File: config.mk
export PLATFORM = sky130hd
export DESIGN_NAME = alu_issuer
export DESIGN_NICKNAME = d
export VERILOG_FILES = /design/src/rtl/alu_issuer.sv
export SDC_FILE = /design/constraint.sdc
export NUM_CORES = 1
export LEC_CHECK = 0
export CAP_MARGIN = 20
export CORE_UTILIZATION = 50
export DETAILED_ROUTE_END_ITERATION = 8
export MAX_ROUTING_LAYER = met4
export PLACE_DENSITY_LB_ADDON = 0.25
export RECOVER_POWER = 25
export SYNTH_ARGS = -nofsm -noshare
export SYNTH_HDL_FRONTEND = slang
export SYNTH_SLANG_ARGS = --single-unit
File: constraint.sdc
create_clock -name clk -period 2.25 [get_ports clk]
set_input_delay 0.675 -clock clk [delete_from_list [all_inputs] [get_ports clk]]
set_output_delay 0.675 -clock clk [all_outputs]
set_load 0.05 [all_outputs]
File: src/rtl/alu_issuer.sv
// Command-side initiator for the 4-bit ALU: latches a command onto the ALU, waits SETTLE cycles,
// captures the result and returns it with its tag; also keeps op/overflow counters for display.
module alu_issuer #(
    parameter int W      = 4,
    parameter int SETTLE = 1
) (
    input  logic         clk,
    input  logic         rst_n,
    input  logic         cmd_valid,
    output logic         cmd_ready,
    input  logic [2:0]   cmd_op,
    input  logic [W-1:0] cmd_a,
    input  logic [W-1:0] cmd_b,
    input  logic [1:0]   cmd_tag,
    output logic [W-1:0] alu_a,
    output logic [W-1:0] alu_b,
    output logic [2:0]   alu_ctrl,
    input  logic [W-1:0] alu_res,
    input  logic         alu_car,
    input  logic         alu_of,
    output logic         rsp_valid,
    input  logic         rsp_ready,
    output logic [W-1:0] rsp_res,
    output logic         rsp_car,
    output logic         rsp_of,
    output logic [1:0]   rsp_tag,
    input  logic         cnt_clr,
    output logic [7:0]   cnt_ops,
    output logic [7:0]   cnt_of
);

    typedef enum logic [1:0] {
        S_IDLE = 2'd0,
        S_WAIT = 2'd1,
        S_RESP = 2'd2
    } state_t;

    localparam logic [2:0] SETTLE_INIT = 3'(SETTLE - 1);

    state_t         state_q;
    logic [2:0]     settle_q;
    logic [1:0]     tag_q;
    logic [W-1:0]   alu_a_q;
    logic [W-1:0]   alu_b_q;
    logic [2:0]     alu_ctrl_q;
    logic [W-1:0]   rsp_res_q;
    logic           rsp_car_q;
    logic           rsp_of_q;
    logic [1:0]     rsp_tag_q;
    logic [7:0]     cnt_ops_q;
    logic [7:0]     cnt_ops_d;
    logic [7:0]     cnt_of_q;
    logic [7:0]     cnt_of_d;
    logic           pop_s;

    // Handshake flags come only from registered state, never from the peer's valid/ready.
    assign cmd_ready = (state_q == S_IDLE);
    assign rsp_valid = (state_q == S_RESP);
    assign pop_s     = (state_q == S_RESP) && rsp_ready;

    // Issue/settle/capture/response FSM with its datapath registers.
    always_ff @(posedge clk or negedge rst_n) begin
        if (!rst_n) begin
            state_q    <= S_IDLE;
            settle_q   <= 3'd0;
            tag_q      <= 2'd0;
            alu_a_q    <= {W{1'b0}};
            alu_b_q    <= {W{1'b0}};
            alu_ctrl_q <= 3'b000;
            rsp_res_q  <= {W{1'b0}};
            rsp_car_q  <= 1'b0;
            rsp_of_q   <= 1'b0;
            rsp_tag_q  <= 2'd0;
        end else begin
            case (state_q)
                S_IDLE: begin
                    if (cmd_valid) begin
                        alu_a_q    <= cmd_a;
                        alu_b_q    <= cmd_b;
                        alu_ctrl_q <= cmd_op;
                        tag_q      <= cmd_tag;
                        settle_q   <= SETTLE_INIT;
                        state_q    <= S_WAIT;
                    end
                end
                S_WAIT: begin
                    if (settle_q != 3'd0) begin
                        settle_q <= settle_q - 3'd1;
                    end else begin
                        rsp_res_q <= alu_res;
                        rsp_car_q <= alu_car;
                        rsp_of_q  <= alu_of;
                        rsp_tag_q <= tag_q;
                        state_q   <= S_RESP;
                    end
                end
                S_RESP: begin
                    if (rsp_ready) begin
                        state_q <= S_IDLE;
                    end
                end
                default: begin
                    state_q <= S_IDLE;
                end
            endcase
        end
    end

    // Counter next-state: clear beats a coincident pop; ops wraps, overflow count saturates.
    always_comb begin
        cnt_ops_d = cnt_ops_q;
        cnt_of_d  = cnt_of_q;
        if (cnt_clr) begin
            cnt_ops_d = 8'd0;
            cnt_of_d  = 8'd0;
        end else if (pop_s) begin
            cnt_ops_d = cnt_ops_q + 8'd1;
            if (rsp_of_q && (cnt_of_q != 8'hFF)) begin
                cnt_of_d = cnt_of_q + 8'd1;
            end else begin
                cnt_of_d = cnt_of_q;
            end
        end else begin
            cnt_ops_d = cnt_ops_q;
            cnt_of_d  = cnt_of_q;
        end
    end

    // Counter registers.
    always_ff @(posedge clk or negedge rst_n) begin
        if (!rst_n) begin
            cnt_ops_q <= 8'd0;
            cnt_of_q  <= 8'd0;
        end else begin
            cnt_ops_q <= cnt_ops_d;
            cnt_of_q  <= cnt_of_d;
        end
    end

    assign alu_a    = alu_a_q;
    assign alu_b    = alu_b_q;
    assign alu_ctrl = alu_ctrl_q;
    assign rsp_res  = rsp_res_q;
    assign rsp_car  = rsp_car_q;
    assign rsp_of   = rsp_of_q;
    assign rsp_tag  = rsp_tag_q;
    assign cnt_ops  = cnt_ops_q;
    assign cnt_of   = cnt_of_q;

endmodule
Word level (Yosys, flattened, before mapping)
Cells that the tools add are included.
{ "op_classes": {"muxes": 12, "eq_ne": 7, "reduce_logical": 12, "bitwise": 1, "addsub": 3} }
{ "op_table": {"columns": ["operator", "n"], "rows": [
  ["8-bit 2-to-1 mux", 5],
  ["8-bit by 1-bit adder with 8-bit output (second input constant)", 2],
  ["8-bit != test (second input constant)", 1],
  ["2-bit 2-to-1 mux", 3],
  ["3-bit 2-to-1 mux", 2],
  ["2-bit != test (second input constant)", 3],
  ["2-bit one-hot mux with 3 select lines", 1],
  ["3-bit one-hot mux with 2 select lines", 1],
  ["2-bit AND reduction", 3],
  ["3-bit AND reduction", 2],
  ["2-bit nonzero test", 3],
  ["3-bit nonzero test", 1],
  ["3-bit by 1-bit subtractor with 3-bit output (second input constant)", 1],
  ["2-bit by 1-bit equality test with 1-bit output (second input constant)", 1],
  ["2-bit equality test (second input constant)", 1],
  ["1-bit logical AND", 2],
  ["2-bit logical NOT", 1],
  ["2-bit by 1-bit != test with 1-bit output (second input constant)", 1],
  ["1-bit inverter", 1]
]} }
{ "word_totals": {"regBits": 42, "inputBits": 24} }

Logic depth before layout (Yosys ltp)
Gate-level depths: netlist (run 1).
{ "logic_depth": {"word_depth": 5, "mapped_depth": 6, "depth_no_buf": 5} }

Worst setup path before layout (run 1)
OpenSTA, ideal clock, no wires.
{ "synth_path": {"kind": "register to register", "start": "register state_q[1]", "end": "register alu_a_q[0] (netlist: alu_a[0])", "stages_incl_launch_ff": 6, "slack_ns": 0.095, "required_ns": 2.125, "period_less_slack_ns": 2.155, "arrival_ns": 2.030, "setup_time_ns": 0.125, "n_path_buf": 2, "cell_sequence": "dfrtp_1 > buf_4 > nor2_1 > and2_0 > buf_4 > mux2_2"} }
{ "synth_between": {"elab_chain_cells": 2} }
{ "synth_lines": {"columns": ["item", "line", "source"], "rows": [
  ["start: declaration", "40", "state_t state_q;"],
  ["start signal: assignment", "64", "state_q <= S_IDLE;"],
  ["start signal: assignment", "83", "state_q <= S_WAIT;"],
  ["start signal: assignment", "94", "state_q <= S_RESP;"],
  ["2-bit logical NOT", null, null],
  ["net cmd_ready", "10", "output logic cmd_ready,"],
  ["2-bit AND reduction (no source line)", null, null],
  ["end signal: assignment", "67", "alu_a_q <= {W{1'b0}};"],
  ["end signal: assignment", "78", "alu_a_q <= cmd_a;"],
  ["end: declaration", "43", "logic [W-1:0] alu_a_q;"]
]} }
The timed path passes the listed nets, and every way through them passes these cells.
A chain may end at the register's enable or synchronous reset.

Worst setup path in the final report (run 1)
{ "layout_path": {"start": "register cnt_of_q[7] (netlist: cnt_of[7])", "end": "output port cnt_of[7]"} }
{ "layout_lines": {"columns": ["item", "line", "source"], "rows": [
  ["start: declaration", "52", "logic [7:0] cnt_of_q;"],
  ["start signal: assignment", "136", "cnt_of_q <= cnt_of_d;"],
  ["end: declaration", "29", "output logic [7:0] cnt_of"]
]} }
No word-level cell between the ends.

==> results of run 1 <==
registers in the layout, indices dropped and copies added (netlist names):
signal    cells
cnt_of        8
cnt_ops       8
alu_a         4
alu_b         4
rsp_res       4
alu_ctrl      3
settle_q      3
rsp_tag       2
state_q       2
tag_q         2
rsp_car       1
rsp_of        1
through the flow:
stage | power, mW | hold WS (ns) | setup WS [ns] | util [%]
global placement | 2.92 | 0.485 | 0.101 | 70.3
floorplan | 2.38 | 0.379 | 0.0955 | -
CTS | 3.60 | 0.450 | 0.0153 | 73.3
finish | 3.57 | 0.510 | 0.0116 | 73.6
global route | 3.72 | 0.531 | 0.000565 | 73.6
detailed placement | 2.99 | 0.495 | 0.0529 | 70.3
final timing paths:
| check | start | end | slack, ns |
|---|---|---|---|
| setup / recovery | cnt_of[7]$_DFFE_PN0P_ | cnt_of[7] | 0.01 |
| hold / removal | tag_q[1]$_DFFE_PN0P_ | tag_q[1]$_DFFE_PN0P_ | 0.51 |
| setup reg to reg | cnt_of[0]$_DFFE_PN0P_ | cnt_of[0]$_DFFE_PN0P_ | 0.59 |
| hold reg to reg | tag_q[1]$_DFFE_PN0P_ | tag_q[1]$_DFFE_PN0P_ | 0.51 |
| max in group asynchronous | rst_n | rsp_res[2]$_DFFE_PN0P_ | 0.99 |
| min in group asynchronous | rst_n | cnt_of[7]$_DFFE_PN0P_ | 0.63 |
metal layers:
metal / track usage [%] / vias up
li1: - / 709
met1: 25.7 / 719
met2: 38.4 / 75
met3: 5.28 / 14
met4: 10.8 / 0
met5: - / -
layout make-up:
class	count	share of cell area, %
clock buffer	6	3.02
clock inverter	1	1.10
multi-input combinational	107	31.0
sequential	42	38.4
tap	48	2.20
inverter	4	0.549
timing repair buffer	63	23.7
placed cells by master, fill, tap and decap left out, types with 2 or more instances in the layout:
master,n
clkdlybuf4s50_1,46
dfrtp_1,42
mux2_2,25
nor2_1,10
a21oi_1,9
clkbuf_8,6
nand2_1,5
dlymetal6s2s_1,5
buf_4,5
inv_1,4
nand2b_1,4
ha_1,4
nand3_1,3
o31ai_1,3
or4_1,3
nor3_1,3
and3_1,3
a41oi_1,3
buf_12,3
nand4b_1,2
a22o_2,2
o21ai_0,2
mux2i_1,2
a211oi_1,2
nor2b_1,2
dlygate4sd2_1,2
logic make-up after synthesis:
logic type | Yosys count | share of synthesized area, %
adders and majority gates | 4 | 2.56
xor gates and xnor gates | 2 | 0.895
buffers and inverters | 11 | 3.00
and+or+nand+nor | 46 | 14.5
DFF | 42 | 53.7
AOI/OAI and AO/OA | 28 | 9.98
muxes | 27 | 15.4
what timing repair did:
action	4_1_cts	5_1_grt
endpoints found under the hold margin	0	0
setup endpoints to repair	2	5
gates resized for setup	2	5
power by group through the flow:
stage	sequential, mW	clock, mW	combinational [mW]
2_1_floorplan	1.76	0	0.626
5_1_grt	1.20	0.651	1.87
3_5_place_dp	1.19	0	1.80
3_3_place_gp	1.17	0	1.76
6_report	1.17	0.606	1.79
4_1_cts	1.17	0.622	1.81
==> impl_metrics.env, run 1 <==
export IMPL_crit_type="flip-flop to output port"
export IMPL_post_route_min_period_ns=2.24
export IMPL_final_layout_size_suffix_gt1_share_pct=22.0
export IMPL_setup_viol=0
export IMPL_startpoint_type="flip-flop"
export IMPL_syn_inst=160
export IMPL_synth_seq_cells=42
export IMPL_dieArea_um2=4170
export IMPL_final_nets=251
export IMPL_finClkSkew_ns=0.0107
export IMPL_worst_path_stages=1
export IMPL_min_path_cells=1
export IMPL_synth_distinct_cells=46
export IMPL_status="finished clean"
export IMPL_area_delta_synth_final_pct=39.7
export IMPL_post_place_cells=264
export IMPL_dpl_cell_area_um2=2610
export IMPL_ios=61
export IMPL_p_per_area_nw_per_um2=1300
export IMPL_seqPwrFrac_pct=32.8
export IMPL_arrival_ns=1.56
export IMPL_worstPathRequired_ns=1.57
export IMPL_crit_chain="clkdlybuf4s50_1"
export IMPL_drcViolationCount=0
export IMPL_tns_ns=0
export IMPL_numPortBuffers=60
export IMPL_routed_wl_um=4210
export IMPL_switching_power_mw=1.46
export IMPL_path_clk_slew_ns=0.08
export IMPL_worst_pin_slew_ns=1.02
export IMPL_rows=22
export IMPL_rsz0062_at_grt="no"
export IMPL_fillers=265
export IMPL_synth_top_area_share_pct=53.7
export IMPL_avgRoutedWirePerCell_um=15.5
export IMPL_ant_nets=0
export IMPL_clk_latency_ns=0.30
export IMPL_leakage_nw=1.26
export IMPL_yosys_most_used_dff="dfrtp_1"
export IMPL_firstDrtPassIters=5
export IMPL_netlist_area_um2=1960
export IMPL_power_share_combinational_pct=50.2
export IMPL_h_tree_depth=2
export IMPL_core_um2=3720
export IMPL_cts_made_buffers=5
export IMPL_post_route_period_util_pct=99.5
export IMPL_worstPathMaxFanout=5
export IMPL_yosys_top_cells_count="dfrtp_1, mux2_2, nor2_1"
export IMPL_vias=1517
export IMPL_ff2ff_path_depth=4
export IMPL_chipHeight_um=64.6
export IMPL_dr_wl_met2_um=2080
export IMPL_finalHoldViolations=0
export IMPL_cp_num_buf_inv=1
export IMPL_via_per_inst=5.60
export IMPL_clockRootBuffer="clkbuf_8"
export IMPL_clockBufferDepth=2
export IMPL_maxCapViolCount=0
export IMPL_yosysMostFrequentCell="dfrtp_1"
export IMPL_wl_met3_um=268
export IMPL_maxSlewViolCount=0
export IMPL_synth_largest_area_cell="dfrtp_1"
export IMPL_grt_pass1_vias=1539
export IMPL_yosys_warnings=0
export IMPL_grt_ovfl_total=0
export IMPL_multi_input_area_um2=847
export IMPL_fmax_mhz=447
export IMPL_synth_edf_count=0
export IMPL_seq_area_um2=1050
export IMPL_place_congestion=0.890
export IMPL_synth_area_per_cell_um2=12.2
export IMPL_cts_tree="done"
export IMPL_cp_end_kind="output port"
export IMPL_p_int_mw=2.10
export IMPL_die_w_um=64.6
export IMPL_crit_path_top_delay_cell="clkdlybuf4s50_1"
export IMPL_start_util_pct=52.7
export IMPL_seq_area_frac_synth_pct=53.7
export IMPL_crit_family="buffers and inverters"
export IMPL_cts_sinks=42
export IMPL_synthTopCellsByArea="dfrtp_1, mux2_2, ha_1, a21oi_1, nor2_1"
export IMPL_antenna_found_initial=0
export IMPL_ctsHoldBuffers=0
export IMPL_grt_max_degree=43
export IMPL_slew_headroom_pct=31.7
export IMPL_n_antenna_cell=0
export IMPL_drt_iter0_markers=210
export IMPL_fin_cells=271
export IMPL_m1WireLength_um=1790
export IMPL_fin_area_um2=2730
export IMPL_syn_nets=188
export IMPL_async_flop_share_pct=100
export IMPL_crit_path_max_incr_delay_ns=0.83
export IMPL_hp_class="flip-flop to flip-flop"
export IMPL_routed_top_layer="met4"
export IMPL_clock_power_share_pct=17.0
export IMPL_grt_usage_pct=22.9
export IMPL_grt_pass1_wl_um=6930
export IMPL_peakVddDrop_mv=1.01
export IMPL_swShare_pct=41.0
export IMPL_place_hpwl_um=3000
export IMPL_postCtsSetupBuffers=0
Note: power is estimated with default switching activity, not from simulation.
==> inputs of run 2 (changes only) <==
--- a/config.mk
+++ b/config.mk
@@ -8,6 +8,7 @@
 export CAP_MARGIN = 20
 export CORE_UTILIZATION = 50
 export DETAILED_ROUTE_END_ITERATION = 8
+export GPL_ROUTABILITY_DRIVEN = 0
 export MAX_ROUTING_LAYER = met4
 export PLACE_DENSITY_LB_ADDON = 0.25
 export RECOVER_POWER = 25
==> results of run 2 <==
No change in the layout: final DEF, timing and power equal those of run 1.
